--- src/rtl/seq_mult_hs.sv ---
// Shift-add sequential multiplier, WIDTH x WIDTH -> 2*WIDTH, with a start/busy/rdy
// handshake and run-time signed/unsigned selection. Latency is exactly WIDTH cycles.
module seq_mult_hs #(
  parameter int WIDTH = 8
) (
  input  logic               clk,
  input  logic               reset,
  input  logic               start,
  input  logic               is_signed,
  input  logic [WIDTH-1:0]   a,
  input  logic [WIDTH-1:0]   b,
  output logic               busy,
  output logic               rdy,
  output logic [2*WIDTH-1:0] p
);

  localparam int PW = 2 * WIDTH;
  localparam int CW = (WIDTH > 2) ? $clog2(WIDTH) : 1;

  localparam logic [1:0] IDLE = 2'd0;
  localparam logic [1:0] RUN  = 2'd1;
  localparam logic [1:0] DONE = 2'd2;

  localparam logic [CW-1:0] LAST = CW'(WIDTH - 1);

  logic [1:0]       state;
  logic [CW-1:0]    cnt;
  logic [PW-1:0]    mcand;
  logic [PW-1:0]    acc;
  logic [WIDTH-1:0] mplier;
  logic             sign_p;

  logic [WIDTH-1:0] mag_a;
  logic [WIDTH-1:0] mag_b;
  logic [PW-1:0]    acc_next;
  logic [PW-1:0]    result;

  // Magnitudes stay WIDTH-bit unsigned, so the most negative operand maps cleanly
  // onto 2^(WIDTH-1) instead of overflowing.
  assign mag_a = (is_signed && a[WIDTH-1]) ? (~a + 1'b1) : a;
  assign mag_b = (is_signed && b[WIDTH-1]) ? (~b + 1'b1) : b;

  assign acc_next = acc + (mplier[0] ? mcand : '0);

  // A zero magnitude product is forced positive so sign_p can never yield -0.
  assign result = (sign_p && (acc_next != '0)) ? (~acc_next + 1'b1) : acc_next;

  assign busy = (state == RUN);
  assign rdy  = (state == DONE);

  always_ff @(posedge clk) begin
    // NOTE: every register here is updated with <= so all of them see the values
    // from before the edge; blocking = would let later lines read half-updated state.
    if (reset) begin
      // NOTE: the datapath registers are reset too (not just the FSM) so the
      // outputs and the next capture never depend on power-up contents.
      state  <= IDLE;
      cnt    <= '0;
      mcand  <= '0;
      mplier <= '0;
      acc    <= '0;
      sign_p <= 1'b0;
      p      <= '0;
    end else begin
      case (state)
        IDLE, DONE: begin
          if (start) begin
            state  <= RUN;
            cnt    <= '0;
            acc    <= '0;
            mcand  <= {{WIDTH{1'b0}}, mag_a};
            mplier <= mag_b;
            sign_p <= is_signed & (a[WIDTH-1] ^ b[WIDTH-1]);
          end
        end
        RUN: begin
          acc    <= acc_next;
          mcand  <= mcand << 1;
          mplier <= mplier >> 1;
          cnt    <= cnt + 1'b1;
          if (cnt == LAST) begin
            p     <= result;
            state <= DONE;
          end
        end
        default: state <= IDLE;
      endcase
    end
  end

endmodule
--- config.mk ---
export PLATFORM = sky130hd
export DESIGN_NAME = seq_mult_hs
export DESIGN_NICKNAME = d
export VERILOG_FILES = /design/src/rtl/seq_mult_hs.sv
export SDC_FILE = /design/constraint.sdc
export NUM_CORES = 1
export LEC_CHECK = 0
export ABC_AREA = 1
export BUFFER_PORTS_ARGS = -buffer_cell sky130_fd_sc_hd__buf_2
export CAP_MARGIN = 20
export CORE_UTILIZATION = 60
export DETAILED_ROUTE_END_ITERATION = 6
export MAX_ROUTING_LAYER = met4
export PLACE_DENSITY = 0.87
export SYNTH_ARGS = -nofsm -noshare
export SYNTH_HDL_FRONTEND = slang
export SYNTH_SLANG_ARGS = --single-unit
--- constraint.sdc ---
create_clock -name clk -period 4.1 [get_ports clk]
set_clock_uncertainty 0.05 [all_clocks]
set_input_delay 0.205 -clock clk [delete_from_list [all_inputs] [get_ports clk]]
set_output_delay 0.205 -clock clk [all_outputs]
set_load 0.005 [all_outputs]
# --- Word level (Yosys, flattened, before mapping) ---
# Index checks and enable logic that the tools add are counted.
totals:
  word_cells: 48
  out_inout_bits: 18
  reg_bits: 62
classes:
  bitwise: 5
  add_sub_neg: 5
  n_mux: 15
  n_eq_ne: 5
  n_reduce_logical: 11
op_table:
  columns: ["operator", "n"]
  rows:
  - ["16-bit two-way mux", 4]
  - ["16-bit one-hot mux with 2 select lines", 2]
  - ["8-bit two-way mux", 3]
  - ["16-bit by 1-bit adder with 16-bit output, second input constant", 1]
  - ["16-bit adder", 1]
  - ["8-bit by 1-bit adder with 8-bit output, second input constant", 2]
  - ["16-bit NOT", 1]
  - ["8-bit NOT", 2]
  - ["8-bit one-hot mux with 2 select lines", 1]
  - ["16-bit nonzero test", 1]
  - ["2-bit AND reduction", 4]
  - ["3-bit one-hot mux with 2 select lines", 1]
  - ["2-bit two-way mux", 2]
  - ["2-bit one-hot mux with 2 select lines", 1]
  - ["3-bit by 1-bit adder with 3-bit output, second input constant", 1]
  - ["3-bit equality test, second input constant", 1]
  - ["1-bit logical AND", 3]
  - ["3-bit two-way mux", 1]
  - ["2-bit by 1-bit equality test with 1-bit output, second input constant", 1]
  - ["2-bit equality test, second input constant", 1]
  - ["2-bit zero test", 1]
  - ["2-bit by 1-bit inequality test with 1-bit output, second input constant", 1]
  - ["2-bit inequality test, second input constant", 1]
  - ["2-bit nonzero test", 1]
  - ["3 further kinds", 3]

# --- Depth between registers and ports, before layout ---
# Gate-level depths: netlist (run 1).
depth:
  word_depth: 5
  depth_mapped: 23

# --- Worst setup path before layout (run 1) ---
# Ideal clock, no wire load.
synth_timing:
  path_kind: "reg-to-reg"
  start: "register mplier[0]"
  end: "register p[1]"
  setup_time_ns: 0.130
  arrival_time_ns: 2.698
  path_slack_ns: 1.222
  path_stages_with_launch: 22
  cell_sequence: "dfxtp_1 -> buf_2 -> clkbuf_1 -> nand2_1 -> inv_1 -> ha_1 -> fa_1 -> inv_1 -> ha_1 -> inv_1 -> nor2_2 -> nand3_1 -> inv_1 -> nand3_2 -> nor2_2 -> nand2_2 -> nor2_4 -> nand2_2 -> nand2_4 -> nand2_1 -> nand3_1 -> a21oi_2"
synth_via:
  elab_chain_len: 5
  word_cells_on_any_way: 7
  cone_classes: "add/sub: 2; mux: 2; bitwise: 1; reduce/logical: 2"
synth_lines:
  columns: ["element", "line_no", "text"]
  rows:
  - ["start: declaration", "30", "logic [WIDTH-1:0] mplier;"]
  - ["start signal: assignment", "72", "mplier <= mag_b;"]
  - ["start signal: assignment", "79", "mplier <= mplier >> 1;"]
  - ["16-bit two-way mux (*)", "43", "assign acc_next = acc + (mplier[0] ? mcand : '0);"]
  - ["16-bit adder (*)", "43", null]
  - ["16-bit NOT / 16-bit nonzero test (equally long branches)", "46", "assign result = (sign_p && (acc_next != '0)) ? (~acc_next + 1'b1) : acc_next;"]
  - ["16-bit by 1-bit adder with 16-bit output / 1-bit logical AND (equally long branches)", "46", null]
  - ["16-bit two-way mux (*)", "46", null]
  - ["end signal: assignment", "82", "p <= result;"]
  - ["end: declaration", "14", "output logic [2*WIDTH-1:0] p"]
# Every way passes the cells marked *; elsewhere a longest branch is shown, timed or not.
# A chain may end at the register's enable or synchronous reset.

# --- Worst setup path after layout (run 1) ---
# Same ends and word-level chain as after synthesis.

==> results of run 1 <==
-- cell usage after synthesis --
master	number	area (um^2)
sky130_fd_sc_hd__and2_1	1	6.26
sky130_fd_sc_hd__clkbuf_1	18	67.6
sky130_fd_sc_hd__ha_1	20	250
sky130_fd_sc_hd__a21oi_2	3	26.3
sky130_fd_sc_hd__nand3_1	57	285
sky130_fd_sc_hd__nor2_4	5	56.3
sky130_fd_sc_hd__o211ai_1	3	22.5
sky130_fd_sc_hd__o21ai_2	1	8.76
sky130_fd_sc_hd__nor2_2	6	37.5
sky130_fd_sc_hd__buf_2	3	15.0
sky130_fd_sc_hd__nor3_1	3	15.0
sky130_fd_sc_hd__xor2_1	11	96.3
sky130_fd_sc_hd__nand3b_1	7	52.6
sky130_fd_sc_hd__nand2_1	252	946
sky130_fd_sc_hd__o21a_1	8	60.1
sky130_fd_sc_hd__a31oi_1	14	87.6
sky130_fd_sc_hd__a211oi_1	2	15.0
sky130_fd_sc_hd__nor2_1	32	120
sky130_fd_sc_hd__nor3_2	1	10.0
sky130_fd_sc_hd__or2_4	1	8.76
sky130_fd_sc_hd__nand3_2	5	50.1
sky130_fd_sc_hd__nand2_2	21	131
sky130_fd_sc_hd__clkinv_1	1	3.75
sky130_fd_sc_hd__o21bai_1	1	7.51
sky130_fd_sc_hd__o21ai_0	12	60.1
sky130_fd_sc_hd__nand3b_4	1	20.0
sky130_fd_sc_hd__xnor2_1	1	8.76
sky130_fd_sc_hd__inv_2	4	15.0
sky130_fd_sc_hd__nand4_1	2	12.5
sky130_fd_sc_hd__inv_1	97	364
sky130_fd_sc_hd__dfxtp_1	62	1240
sky130_fd_sc_hd__nand2_4	2	22.5
sky130_fd_sc_hd__a21oi_1	49	245
sky130_fd_sc_hd__fa_1	1	20.0
-- registers in the layout, summed over array words and instances (netlist names) --
name    flops
sign_p      1
state       2
mplier      8
mcand      16
acc        16
cnt         3
p          16
-- metrics by stage --
stage	std cells	hold slack, ns
6_report	839	0.0938
5_1_grt	839	0.0944
4_1_cts	838	0.0779
3_5_place_dp	822	0.410
3_3_place_gp	822	0.403
2_1_floorplan	707	0.304
-- worst paths after layout --
check	startpoint	to
setup / recovery	mplier[0]	p[1]
hold / removal	b[7]	mplier[7]
setup reg to reg	mplier[0]	p[1]
hold reg to reg	p[0]	p[0]
-- final cells by class --
cell class                      instances  area [um^2]
Fill cell                             585         2070
Inverter                              102          383
Tap cell                               96          120
Timing Repair Buffer                   41          223
Multi-Input combinational cell        522         2690
Clock buffer                            9          124
Sequential cell                        62         1240
Clock inverter                          7         97.6
-- kinds of logic after synthesis --
logic type,count (synthesis),share of synthesized area (%)
xor gates and xnor gates,12,2.39
DFF,62,28.3
AOI/OAI and AO/OA,93,12.1
buffers and inverters,123,10.6
and+or+nand+nor,396,40.4
adders and majority gates,21,6.16
-- report_power, final --
group / total (uW) / switching, uW / internal, uW
Sequential: 633 / 15.5 / 618
Combinational: 181 / 123 / 57.8
Clock: 606 / 262 / 344
-- worst max-delay path, cell delays in order, from the launching register on --
cell	delay [ns]
sky130_fd_sc_hd__dfxtp_1	0.64
sky130_fd_sc_hd__nand2_1	0.11
sky130_fd_sc_hd__inv_1	0.08
sky130_fd_sc_hd__ha_1	0.23
sky130_fd_sc_hd__fa_1	0.48
sky130_fd_sc_hd__inv_1	0.12
sky130_fd_sc_hd__ha_1	0.16
sky130_fd_sc_hd__inv_1	0.07
sky130_fd_sc_hd__nor2_2	0.13
sky130_fd_sc_hd__nand3_1	0.10
sky130_fd_sc_hd__inv_1	0.10
sky130_fd_sc_hd__nand3_2	0.10
sky130_fd_sc_hd__nor2_2	0.14
sky130_fd_sc_hd__nand2_2	0.10
sky130_fd_sc_hd__nor2_4	0.11
sky130_fd_sc_hd__nand2_2	0.11
sky130_fd_sc_hd__nand2_4	0.10
sky130_fd_sc_hd__nand2_1	0.06
sky130_fd_sc_hd__nand3_1	0.08
sky130_fd_sc_hd__a21oi_2	0.05
-- metal layers --
layer | vias up | global-route usage, % | share of wire, %
met2 | 178 | 52.8 | 48
met3 | 51 | 6.79 | 5.1
li1 | 2290 | - | -
met5 | - | - | 0
met1 | 2011 | 35.8 | 43
met4 | 0 | 17.4 | 4.4
==> summary.md, run 1 <==
| Metric | Value |
|---|---|
| Nets | 779 |
| Total power divided by cell area | 291 nW/um^2 |
| Max-Slew Margin vs Limit | 41.0% |
| Slack of the worst reg-to-reg path | 0.85 ns |
| DRC violation count after routing | 0 |
| Critical path data arrival time | 3.40 ns |
| Sum of negative setup slack | 0 ns |
| Sequential share of the synthesized area | 28.3% |
| Classification of the worst-slack hold path | in -> reg |
| Core Util, Final | 70.2% |
| I/O pin cnt | 38 |
| Detailed router's first-iteration violation count | 247 |
| Tmin final | 3.25 ns |
| Total setup violations reported at the end of the flow | 0 |
| Clock tree from TritonCTS | built |
| Fraction of final layout cells sized beyond drive strength 1 | 14.7% |
| Total CTS buffers | 9 |
| Post-cts sizing count | 0 |
| Placement-stage cell area | 4640 um^2 |
| Clock transition at the registers of the reported paths | 0.08 ns |
| Overall die height | 87.5 um |
| Syn_nets | 748 |
| Total power draw | 1420 uW |
| Total vias in the final route | 4530 |
| Area of the die | 7660 um^2 |
| Wirelength, routed | 10700 um |
| Vias per std cell | 5.40 |
| Num Clock Sinks | 62 |
| Register bit total from synthesis | 62 |
| Number of buffers added to fix hold violations after cts | 0 |
| Average instance area after synthesis | 6.21 um^2 |
| Post CTS Setup Buffer Count | 0 |
| Largest voltage drop on the vdd net | 0.000172 V |
| Start-to-end type of the worst setup path | reg -> reg |
| Unique cell type count in the Yosys netlist | 34 |
| Vias in the first global route | 4281 |
| Maxcap violations | 0 |
| Number of max-slew violations in the final report | 0 |
| GRT Resource Usage Total | 31.9% |
| Worst-skew pair later-pin latency | 0.35 ns |
| Setup slack after layout | 0.854 ns |
| Overflow left after global routing | 0 |
| Slew at the pin closest to its max-slew limit | 0.886 ns |
| Mapped Area | 4390 um^2 |
| Deepest clock path buffer count | 2 |
| Static power due to leakage | 0.00253 uW |
| Number of instances in the synthesized netlist | 707 |
| Worst-case setup slack after placement | 0.933 ns |
| Avg WL per Cell | 12.8 um |
| Routability Congestion | 0.929 |
| Total iterations of the first detailed-routing run | 6 |
| Cell count of the worst hold path | 3 |
| Core Region | 6940 um^2 |
| Fmax | 0.308 GHz |
| Syn-to-layout area delta | 11.1% |
| Final design instance area without fill | 4880 um^2 |
| Kind of start point of the critical path | register |
| Pin count of the biggest net entering global routing | 49 |
| Critical Path RT | 4.26 ns |
| Largest driver fanout on the critical path | 17 |
| Element type at the critical path end | register |
| Antenna diode instance count | 0 |
| R2r worst-path depth | 19 |
| Effective utilization at floorplan | 63.2% |
| DRT antenna net count | 0 |
| Commonest non-fill, non-tap cell in the layout | sky130_fd_sc_hd__nand2_1 |
| Final worst-path cycle share | 79.2% |
| Number of buffers added on ports | 37 |
| # H-tree levels | 3 |
| Die X | 87.5 um |
| Global-route wire length before repair | 18600 um |
| Yosys warns | 0 |
| Cell row count | 30 |
| Master cell of the clock root buffer | sky130_fd_sc_hd__clkbuf_8 |
| Setup repair after global routing missed its margin | false |
| Initial antenna violation count | 0 |
| Run status | complete, no violations |
| Commonest cells after routing, fill and taps aside | sky130_fd_sc_hd__nand2_1, sky130_fd_sc_hd__inv_1, sky130_fd_sc_hd__dfxtp_1 |
| Hold Fails Final Rpt | 0 |
| HPWL after detailed placement | 7940 um |
Note: power is estimated with default switching activity, not from simulation.
==> run 2: changes to the inputs <==
==> constraint.sdc (replaced) <==
create_clock -name clk -period 3.15 [get_ports clk]
set_clock_uncertainty 0.05 [all_clocks]
set_input_delay 0.1575 -clock clk [delete_from_list [all_inputs] [get_ports clk]]
set_output_delay 0.1575 -clock clk [all_outputs]
set_load 0.005 [all_outputs]
==> run 2 against run 1 <==
  * Sequential share of layout area is 0.16 points higher
  * Critical path type unchanged
  * Critical path depth unchanged
  * Non-clock buffer count up 2
  * Setup slack worse by 0.44 ns
  * Hold slack worse by 0.064 ns
  * Highest routed layer unchanged
  * Largest power group unchanged
  * Clock power increased by 7.9%
  * Register-to-register slack worse by 0.44 ns
  * First-iteration DRC count increased by 30%
==> summary.md, run 2 (same netlist as run 1, synthesis figures left out) <==
| Metric | Value |
|---|---|
| Total CTS buffers | 9 (unchanged) |
| End of the worst register-to-register path | p[1] (unchanged) |
| Buffers plus inverters on the worst setup path | 5 (was 4) |
| Nets | 781 (was 779) |
| Total iterations of the first detailed-routing run | 5 (was 6) |
| Die X | 87.5 um (unchanged) |
| Initial antenna violation count | 0 (unchanged) |
| Global-route wire length before repair | 17900 um (was 18600 um) |
| DRT antenna net count | 0 (unchanged) |
| Syn-to-layout area delta | 10.4% (was 11.1%) |
| I/O pin cnt | 38 (unchanged) |
| Fmax | 0.366 GHz (was 0.308 GHz) |
| Post-route met1 wirelength | 4440 um (was 4550 um) |
| Commonest non-fill, non-tap cell in the layout | sky130_fd_sc_hd__nand2_1 (unchanged) |
| Post-cts sizing count | 0 (unchanged) |
| Largest driver fanout on the critical path | 16 (was 17) |
| Placement-stage cell area | 4660 um^2 (was 4640 um^2) |
| Most frequent cell on the critical path | sky130_fd_sc_hd__inv_1 (unchanged) |
| # H-tree levels | 3 (unchanged) |
| Tmin final | 2.73 ns (was 3.25 ns) |
| Clock tree from TritonCTS | built (unchanged) |
| Startpoint of the most critical hold path | start (was b[7]) |
| Slew at the pin closest to its max-slew limit | 0.503 ns (was 0.886 ns) |
| Run status | complete, no violations (unchanged) |
| Reg2reg start | mplier[0] (unchanged) |
| Total vias in the final route | 4513 (was 4530) |
| Worst Hold End | state[1] (was mplier[7]) |
| Number of buffers added to fix hold violations after cts | 0 (unchanged) |
| Pin count of the biggest net entering global routing | 49 (unchanged) |
| Classification of the worst-slack hold path | in -> reg (unchanged) |
| Overall die height | 87.5 um (unchanged) |
| Static power due to leakage | 0.00252 uW (was 0.00253 uW) |
| Met2 wire length | 5100 um (was 5140 um) |
| Post CTS Setup Buffer Count | 0 (unchanged) |
| Total setup violations reported at the end of the flow | 0 (unchanged) |
| Final design instance area without fill | 4850 um^2 (was 4880 um^2) |
| Core Region | 6940 um^2 (unchanged) |
| Start-to-end type of the worst setup path | reg -> reg (unchanged) |
| Number of max-slew violations in the final report | 0 (unchanged) |
| Slack of the worst reg-to-reg path | 0.42 ns (was 0.85 ns) |
| Delay-heaviest family, CP | simple AND/OR/NAND/NOR gates (unchanged) |
| Clock transition at the registers of the reported paths | 0.08 ns (about the same) |
| Effective utilization at floorplan | 63.2% (unchanged) |
| Largest registers | acc: 16 flops, mcand: 16 flops, p: 16 flops (unchanged) |
| Deepest clock path buffer count | 2 (unchanged) |
| DRC violation count after routing | 0 (unchanged) |
| Slowest stage cell on the critical path | sky130_fd_sc_hd__fa_1 (was sky130_fd_sc_hd__dfxtp_1) |
| Largest voltage drop on the vdd net | 0.000183 V (was 0.000172 V) |
| Crit-path max cell delay | 0.47 ns (was 0.64 ns) |
| Kind of start point of the critical path | register (unchanged) |
| Overflow left after global routing | 0 (unchanged) |
| Setup repair after global routing missed its margin | false (unchanged) |
| Cell count of the worst hold path | 4 (was 3) |
| Num Clock Sinks | 62 (unchanged) |
| Max-Slew Margin vs Limit | 66.5% (was 41.0%) |
| Worst-skew pair later-pin latency | 0.35 ns (about the same) |
| Total power divided by cell area | 353 nW/um^2 (was 291 nW/um^2) |
| GRT Resource Usage Total | 30.5% (was 31.9%) |
| R2r worst-path depth | 19 (unchanged) |
| Cells along the critical path | buf_4 > nand2_1 > inv_1 > fa_1 > inv_1 > ha_1 > inv_1 > nor2_2 > nand3_1 > inv_1 > nand3_2 > nor2_2 > nand2_2 > nor2_4 > nand2_2 > nand2_4 > nand2_1 > nand3_1 > a21oi_2 (was nand2_1 > inv_1 > ha_1 > fa_1 > inv_1 > ha_1 > inv_1 > nor2_2 > nand3_1 > inv_1 > nand3_2 > nor2_2 > nand2_2 > nor2_4 > nand2_2 > nand2_4 > nand2_1 > nand3_1 > a21oi_2) |
| Critical Path RT | 3.33 ns (was 4.26 ns) |
| WL met3 | 485 um (was 541 um) |
| Avg WL per Cell | 12.3 um (was 12.8 um) |
| Routability Congestion | 0.942 (was 0.929) |
| Maxcap violations | 0 (unchanged) |
| Vias per std cell | 5.37 (was 5.40) |
| Worst-case setup slack after placement | 0.427 ns (was 0.933 ns) |
| Master cell of the clock root buffer | sky130_fd_sc_hd__clkbuf_8 (unchanged) |
| Detailed router's first-iteration violation count | 321 (was 247) |
| Wirelength, routed | 10300 um (was 10700 um) |
| Critical path data arrival time | 2.91 ns (was 3.40 ns) |
| Sum of negative setup slack | 0 ns (unchanged) |
| Element type at the critical path end | register (unchanged) |
| Fraction of final layout cells sized beyond drive strength 1 | 14.9% (was 14.7%) |
| Vias in the first global route | 4195 (was 4281) |
| Number of fillers in the final layout | 591 (was 585) |
| Number of buffers added on ports | 37 (unchanged) |
| Commonest cells after routing, fill and taps aside | sky130_fd_sc_hd__nand2_1, sky130_fd_sc_hd__inv_1, sky130_fd_sc_hd__dfxtp_1 (unchanged) |
| HPWL after detailed placement | 7870 um (was 7940 um) |
| Antenna diode instance count | 0 (unchanged) |
| Final worst-path cycle share | 86.7% (was 79.2%) |
| Hold Fails Final Rpt | 0 (unchanged) |
| Setup slack after layout | 0.418 ns (was 0.854 ns) |
| Area of the die | 7660 um^2 (unchanged) |
| Highest routed layer | met4 (unchanged) |
| Cell row count | 30 (unchanged) |
run 2: layout make-up:
type	instances	area (um^2)	area share (%)
repair buffers	43	230	4.75
clock inverters	6	46.3	0.955
well taps	96	120	2.48
clock buffers	10	138	2.84
flip-flops and latches	62	1240	25.6
multi-input cells	522	2690	55.5
inverters	102	383	7.90
run 2: power by group:
group / total (uW) / switching (uW) / internal [uW]
clock: 654 / 344 / 310
sequential: 820 / 16.1 / 804
combinational: 237 / 160 / 76.9
run 2: worst max-delay path by stage:
stage                     slack [ns]    end      start  cells after the start
after global routing            0.09  p[14]  mplier[0]                     19
final                           0.42   p[1]  mplier[0]                     19
after CTS                       0.42   p[1]  mplier[0]                     19
after global placement          0.54   p[1]  mplier[0]                     19
after floorplan                 0.27   p[1]  mplier[0]                     21
after detailed placement        0.43   p[1]  mplier[0]                     19
run 2: layer usage:
metal / vias to the layer above / global-route usage [%]
met5: - / -
met4: 0 / 14.2
met3: 32 / 6.31
met2: 150 / 52.1
met1: 2035 / 34.2
li1: 2296 / -
run 2: worst min-delay path: cells and delay by family:
kind	cells	cell delay, ns
buf+inv	2	0.11
simple gates	1	0.06
compound gates	1	0.06
run 2: through the flow:
stage	util [%]	hold WS, ns	total power, uW	std cells
after floorplan	-	0.257	1010	707
after CTS	69.8	0.0225	1720	841
after global placement	67.1	0.381	1060	825
after global routing	69.8	0.0417	1790	841
final	69.8	0.0296	1710	841
after detailed placement	67.1	0.398	1070	825
==> run 3: changes to the inputs <==
--- a/config.mk
+++ b/config.mk
@@ -5,13 +5,12 @@
 export SDC_FILE = /design/constraint.sdc
 export NUM_CORES = 1
 export LEC_CHECK = 0
-export ABC_AREA = 1
 export BUFFER_PORTS_ARGS = -buffer_cell sky130_fd_sc_hd__buf_2
 export CAP_MARGIN = 20
 export CORE_UTILIZATION = 60
 export DETAILED_ROUTE_END_ITERATION = 6
 export MAX_ROUTING_LAYER = met4
-export PLACE_DENSITY = 0.87
+export PLACE_DENSITY = 0.88
 export SYNTH_ARGS = -nofsm -noshare
 export SYNTH_HDL_FRONTEND = slang
 export SYNTH_SLANG_ARGS = --single-unit
==> run 3 against run 2 <==
  * The run now ends with negative setup slack left
  * Register-to-register slack worse by 0.86 ns
  * Core utilization is 12 points higher
  * Flip-flop and latch count stayed put
  * Non-clock buffer count is 60 higher
  * First-iteration DRC count is 64% higher
  * Sequential share of layout area is 1.6 points lower
  * Wire length is 35% higher
  * Largest power group unchanged
  * Total power is 1.6% higher
  * Hold slack better by 0.035 ns
  * Clock-buffer cell count is 1 higher
==> summary.md, run 3 <==
| Metric | Value |
|---|---|
| Element type at the critical path end | register (unchanged) |
| P_sw | 517 uW (was 520 uW) |
| Logic gate share of total power | 14.3% (was 13.9%) |
| Total CTS buffers | 9 (unchanged) |
| Mapped Area | 3940 um^2 (was 4390 um^2) |
| HPWL after detailed placement | 7720 um (was 7870 um) |
| Sequential share of the synthesized area | 31.5% (was 28.3%) |
| Classification of the worst-slack hold path | in -> reg (unchanged) |
| Commonest non-fill, non-tap cell in the layout | sky130_fd_sc_hd__dfxtp_1 (was sky130_fd_sc_hd__nand2_1) |
| Vias per std cell | 6.88 (was 5.37) |
| Largest driver fanout on the critical path | 7 (was 16) |
| Run status | finished, violations left (was complete, no violations) |
| Final design instance area without fill | 5190 um^2 (was 4850 um^2) |
| Synth top area share | 31.5% (was 28.3%) |
| Start-to-end type of the worst setup path | reg -> reg (unchanged) |
| Register bit total from synthesis | 62 (unchanged) |
| Cell with the most instances after synthesis | sky130_fd_sc_hd__dfxtp_1 (was sky130_fd_sc_hd__nand2_1) |
| Total iterations of the first detailed-routing run | 6 (was 5) |
| Vias in the first global route | 4276 (was 4195) |
| Register area | 1240 um^2 (about the same) |
| Average instance area after synthesis | 8.04 um^2 (was 6.21 um^2) |
| Largest voltage drop on the vdd net | 0.000368 V (was 0.000183 V) |
| Total setup violations reported at the end of the flow | 11 (was 0) |
| Syn-to-layout area delta | 31.9% (was 10.4%) |
| DRC violation count after routing | 0 (unchanged) |
| Routability Congestion | 0.931 (was 0.942) |
| Critical Path RT | 3.29 ns (was 3.33 ns) |
| Setup repair after global routing missed its margin | true (was false) |
| Final worst-path cycle share | 114% (was 86.7%) |
| Number of buffers added to fix hold violations after cts | 0 (unchanged) |
| Switch share | 29.8% (was 30.4%) |
| Max-Slew Margin vs Limit | 37.6% (was 66.5%) |
| Antenna diode instance count | 0 (unchanged) |
| Die X | 83.0 um (was 87.5 um) |
| GRT Resource Usage Total | 37.3% (was 30.5%) |
| Footprint of the multi-input gates | 2880 um^2 (was 2690 um^2) |
| Number of flops mapped to enable cells by yosys | 0 (unchanged) |
| Sequential cell fraction of total power | 47.3% (was 47.9%) |
| Static power due to leakage | 0.00213 uW (was 0.00252 uW) |
| Initial antenna violation count | 0 (unchanged) |
| Clock transition at the registers of the reported paths | 0.08 ns (about the same) |
| # H-tree levels | 3 (unchanged) |
| Most frequent cells after synthesis | sky130_fd_sc_hd__dfxtp_1, sky130_fd_sc_hd__nor2_1, sky130_fd_sc_hd__a21oi_1 (was sky130_fd_sc_hd__nand2_1, sky130_fd_sc_hd__inv_1, sky130_fd_sc_hd__dfxtp_1) |
| Number of instances in the synthesized netlist | 490 (was 707) |
| Wirelength, routed | 14000 um (was 10300 um) |
| DRT antenna net count | 0 (unchanged) |
| Master cell of the clock root buffer | sky130_fd_sc_hd__clkbuf_8 (unchanged) |
| Share of synthesized registers carrying an async set or reset | 0% (unchanged) |
| Largest registers | acc: 16 flops, mcand: 16 flops, p: 16 flops (unchanged) |
| Effective utilization at floorplan | 62.0% (was 63.2%) |
| Yosys warns | 0 (unchanged) |
| Worst-skew pair later-pin latency | 0.35 ns (about the same) |
| Pint | 1220 uW (was 1190 uW) |
| Clock share of power | 38.4% (was 38.2%) |
| Library cell with the largest summed area after synthesis | sky130_fd_sc_hd__dfxtp_1 (unchanged) |
| Core Region | 6350 um^2 (was 6940 um^2) |
| Num Clock Sinks | 62 (unchanged) |
| Area of the die | 6890 um^2 (was 7660 um^2) |
| Syn_nets | 531 (was 748) |
| Placement-stage cell area | 4480 um^2 (was 4660 um^2) |
| Slew at the pin closest to its max-slew limit | 0.936 ns (was 0.503 ns) |
| Detailed router's first-iteration violation count | 525 (was 321) |
| Number of max-slew violations in the final report | 0 (unchanged) |
| Overall die height | 83.0 um (was 87.5 um) |
| Setup slack after layout | -0.444 ns (was 0.418 ns) |
| Tmin final | 3.59 ns (was 2.73 ns) |
| Avg WL per Cell | 21.2 um (was 12.3 um) |
| Kind of start point of the critical path | register (unchanged) |
| Total vias in the final route | 4526 (was 4513) |
| Number of fillers in the final layout | 354 (was 591) |
| Area contributors post-synth | sky130_fd_sc_hd__dfxtp_1, sky130_fd_sc_hd__a22oi_1, sky130_fd_sc_hd__ha_1 (was sky130_fd_sc_hd__dfxtp_1, sky130_fd_sc_hd__nand2_1, sky130_fd_sc_hd__inv_1) |
| Failing checks | negative setup slack |
| Commonest cells after routing, fill and taps aside | sky130_fd_sc_hd__dfxtp_1, sky130_fd_sc_hd__buf_4, sky130_fd_sc_hd__nor2_1 (was sky130_fd_sc_hd__nand2_1, sky130_fd_sc_hd__inv_1, sky130_fd_sc_hd__dfxtp_1) |
| Fmax | 0.278 GHz (was 0.366 GHz) |
| Maxcap violations | 0 (unchanged) |
| Nets | 617 (was 781) |
| Total power divided by cell area | 335 nW/um^2 (was 353 nW/um^2) |
| Main flop type after synthesis | sky130_fd_sc_hd__dfxtp_1 (unchanged) |
| Critical path data arrival time | 3.73 ns (was 2.91 ns) |
| Fraction of final layout cells sized beyond drive strength 1 | 33.0% (was 14.9%) |
| Hold Fails Final Rpt | 0 (unchanged) |
| Overflow left after global routing | 0 (unchanged) |
| Pin count of the biggest net entering global routing | 36 (was 49) |
| Clock tree from TritonCTS | built (unchanged) |
| Deepest clock path buffer count | 2 (unchanged) |
| Cell row count | 29 (was 30) |
| Number of buffers added on ports | 37 (unchanged) |
| Global-route wire length before repair | 20000 um (was 17900 um) |
| Unique cell type count in the Yosys netlist | 64 (was 34) |
| I/O pin cnt | 38 (unchanged) |
| Hold slack final | 0.0650 ns (was 0.0296 ns) |
-- run 3: cell types whose count changed in the layout (fill, tap and decap cells not counted), moves of 10 or more --
cell / change
sky130_fd_sc_hd__nand2_1: -218
sky130_fd_sc_hd__inv_1: -77
sky130_fd_sc_hd__buf_4: +53
sky130_fd_sc_hd__nand3_1: -46
sky130_fd_sc_hd__a22oi_1: +39
sky130_fd_sc_hd__nor2_1: +22
sky130_fd_sc_hd__nand2_2: -20
sky130_fd_sc_hd__ha_1: -12
sky130_fd_sc_hd__ha_4: +11
sky130_fd_sc_hd__xnor2_1: +11
sky130_fd_sc_hd__a21oi_1: -10
-- run 3: timing repair --
action,4_1_cts,5_1_grt
setup buffers,17,9
pin swaps,21,21
gates cloned,0,0
gates resized for setup,32,36
endpoints found under the setup margin,11,11
-- run 3: layout make-up --
cell class                 count  share of cell area, %
inverter                      21                   1.52
multi-input combinational    379                   55.5
clock inverter                 5                  0.650
timing repair buffer         103                   13.6
tap                           77                   1.85
clock buffer                  11                   2.91
sequential                    62                   24.0
-- run 3: final timing paths --
| check | from | end | slack, ns | cells past startpoint |
|---|---|---|---|---|
| setup / recovery | mplier[0] | p[11] | -0.44 | 14 |
| hold / removal | a[0] | mcand[0] | 0.07 | 3 |
| setup reg to reg | mplier[0] | p[11] | -0.44 | 14 |
| hold reg to reg | p[2] | p[2] | 0.43 | 2 |
-- run 3: per-stage QoR --
step                std cells  util (%)  setup WS [ns]  total power (uW)  setup TNS [ns]
detailed placement        619      70.5         -0.251              1040           -1.65
global placement          619      70.5        -0.0393              1030          -0.131
CTS                       651      78.1         -0.161              1700          -0.986
finish                    658      81.8         -0.444              1740           -3.16
floorplan                 490         -         -0.114               970          -0.609
global route              658      81.8         -0.664              1780           -5.73
-- run 3: power groups by stage --
stage	registers (uW)	clock network, uW	logic [uW]
finish	821	668	249
global route	823	689	269
CTS	819	658	220
detailed placement	837	0	207
global placement	836	0	197
floorplan	831	0	140
-- run 3: cells by family after synthesis --
| group | share of synthesized area [%] |
|---|---|
| AOI/OAI and AO/OA | 28.8 |
| adders and majority gates | 6.86 |
| buffers and inverters | 5.08 |
| DFF | 31.5 |
| and+or+nand+nor | 19.8 |
| muxes | 1.05 |
| xor gates and xnor gates | 6.90 |
-- run 3: metal layers --
| metal | GRT usage (%) | vias to the layer above | wire length [um] |
|---|---|---|---|
| met5 | - | - | 0 |
| met4 | 28.2 | 0 | 1340 |
| met3 | 6.36 | 153 | 1100 |
| met2 | 63.9 | 361 | 6700 |
| met1 | 37.9 | 2044 | 4810 |
| li1 | - | 1968 | - |
-- run 3: critical path, cell delays in order, from the launching register on --
cell and delay [ns]:
sky130_fd_sc_hd__dfxtp_4 0.37, sky130_fd_sc_hd__buf_6 0.13, sky130_fd_sc_hd__and2_4 0.15, sky130_fd_sc_hd__fa_2 0.39
sky130_fd_sc_hd__a211oi_4 0.30, sky130_fd_sc_hd__buf_6 0.15, sky130_fd_sc_hd__o21a_1 0.15, sky130_fd_sc_hd__a21oi_1 0.09
sky130_fd_sc_hd__o211ai_1 0.26, sky130_fd_sc_hd__nand3_1 0.23, sky130_fd_sc_hd__nor4_2 0.42, sky130_fd_sc_hd__buf_4 0.27
sky130_fd_sc_hd__a221oi_4 0.10, sky130_fd_sc_hd__xnor2_1 0.24, sky130_fd_sc_hd__a21oi_1 0.12
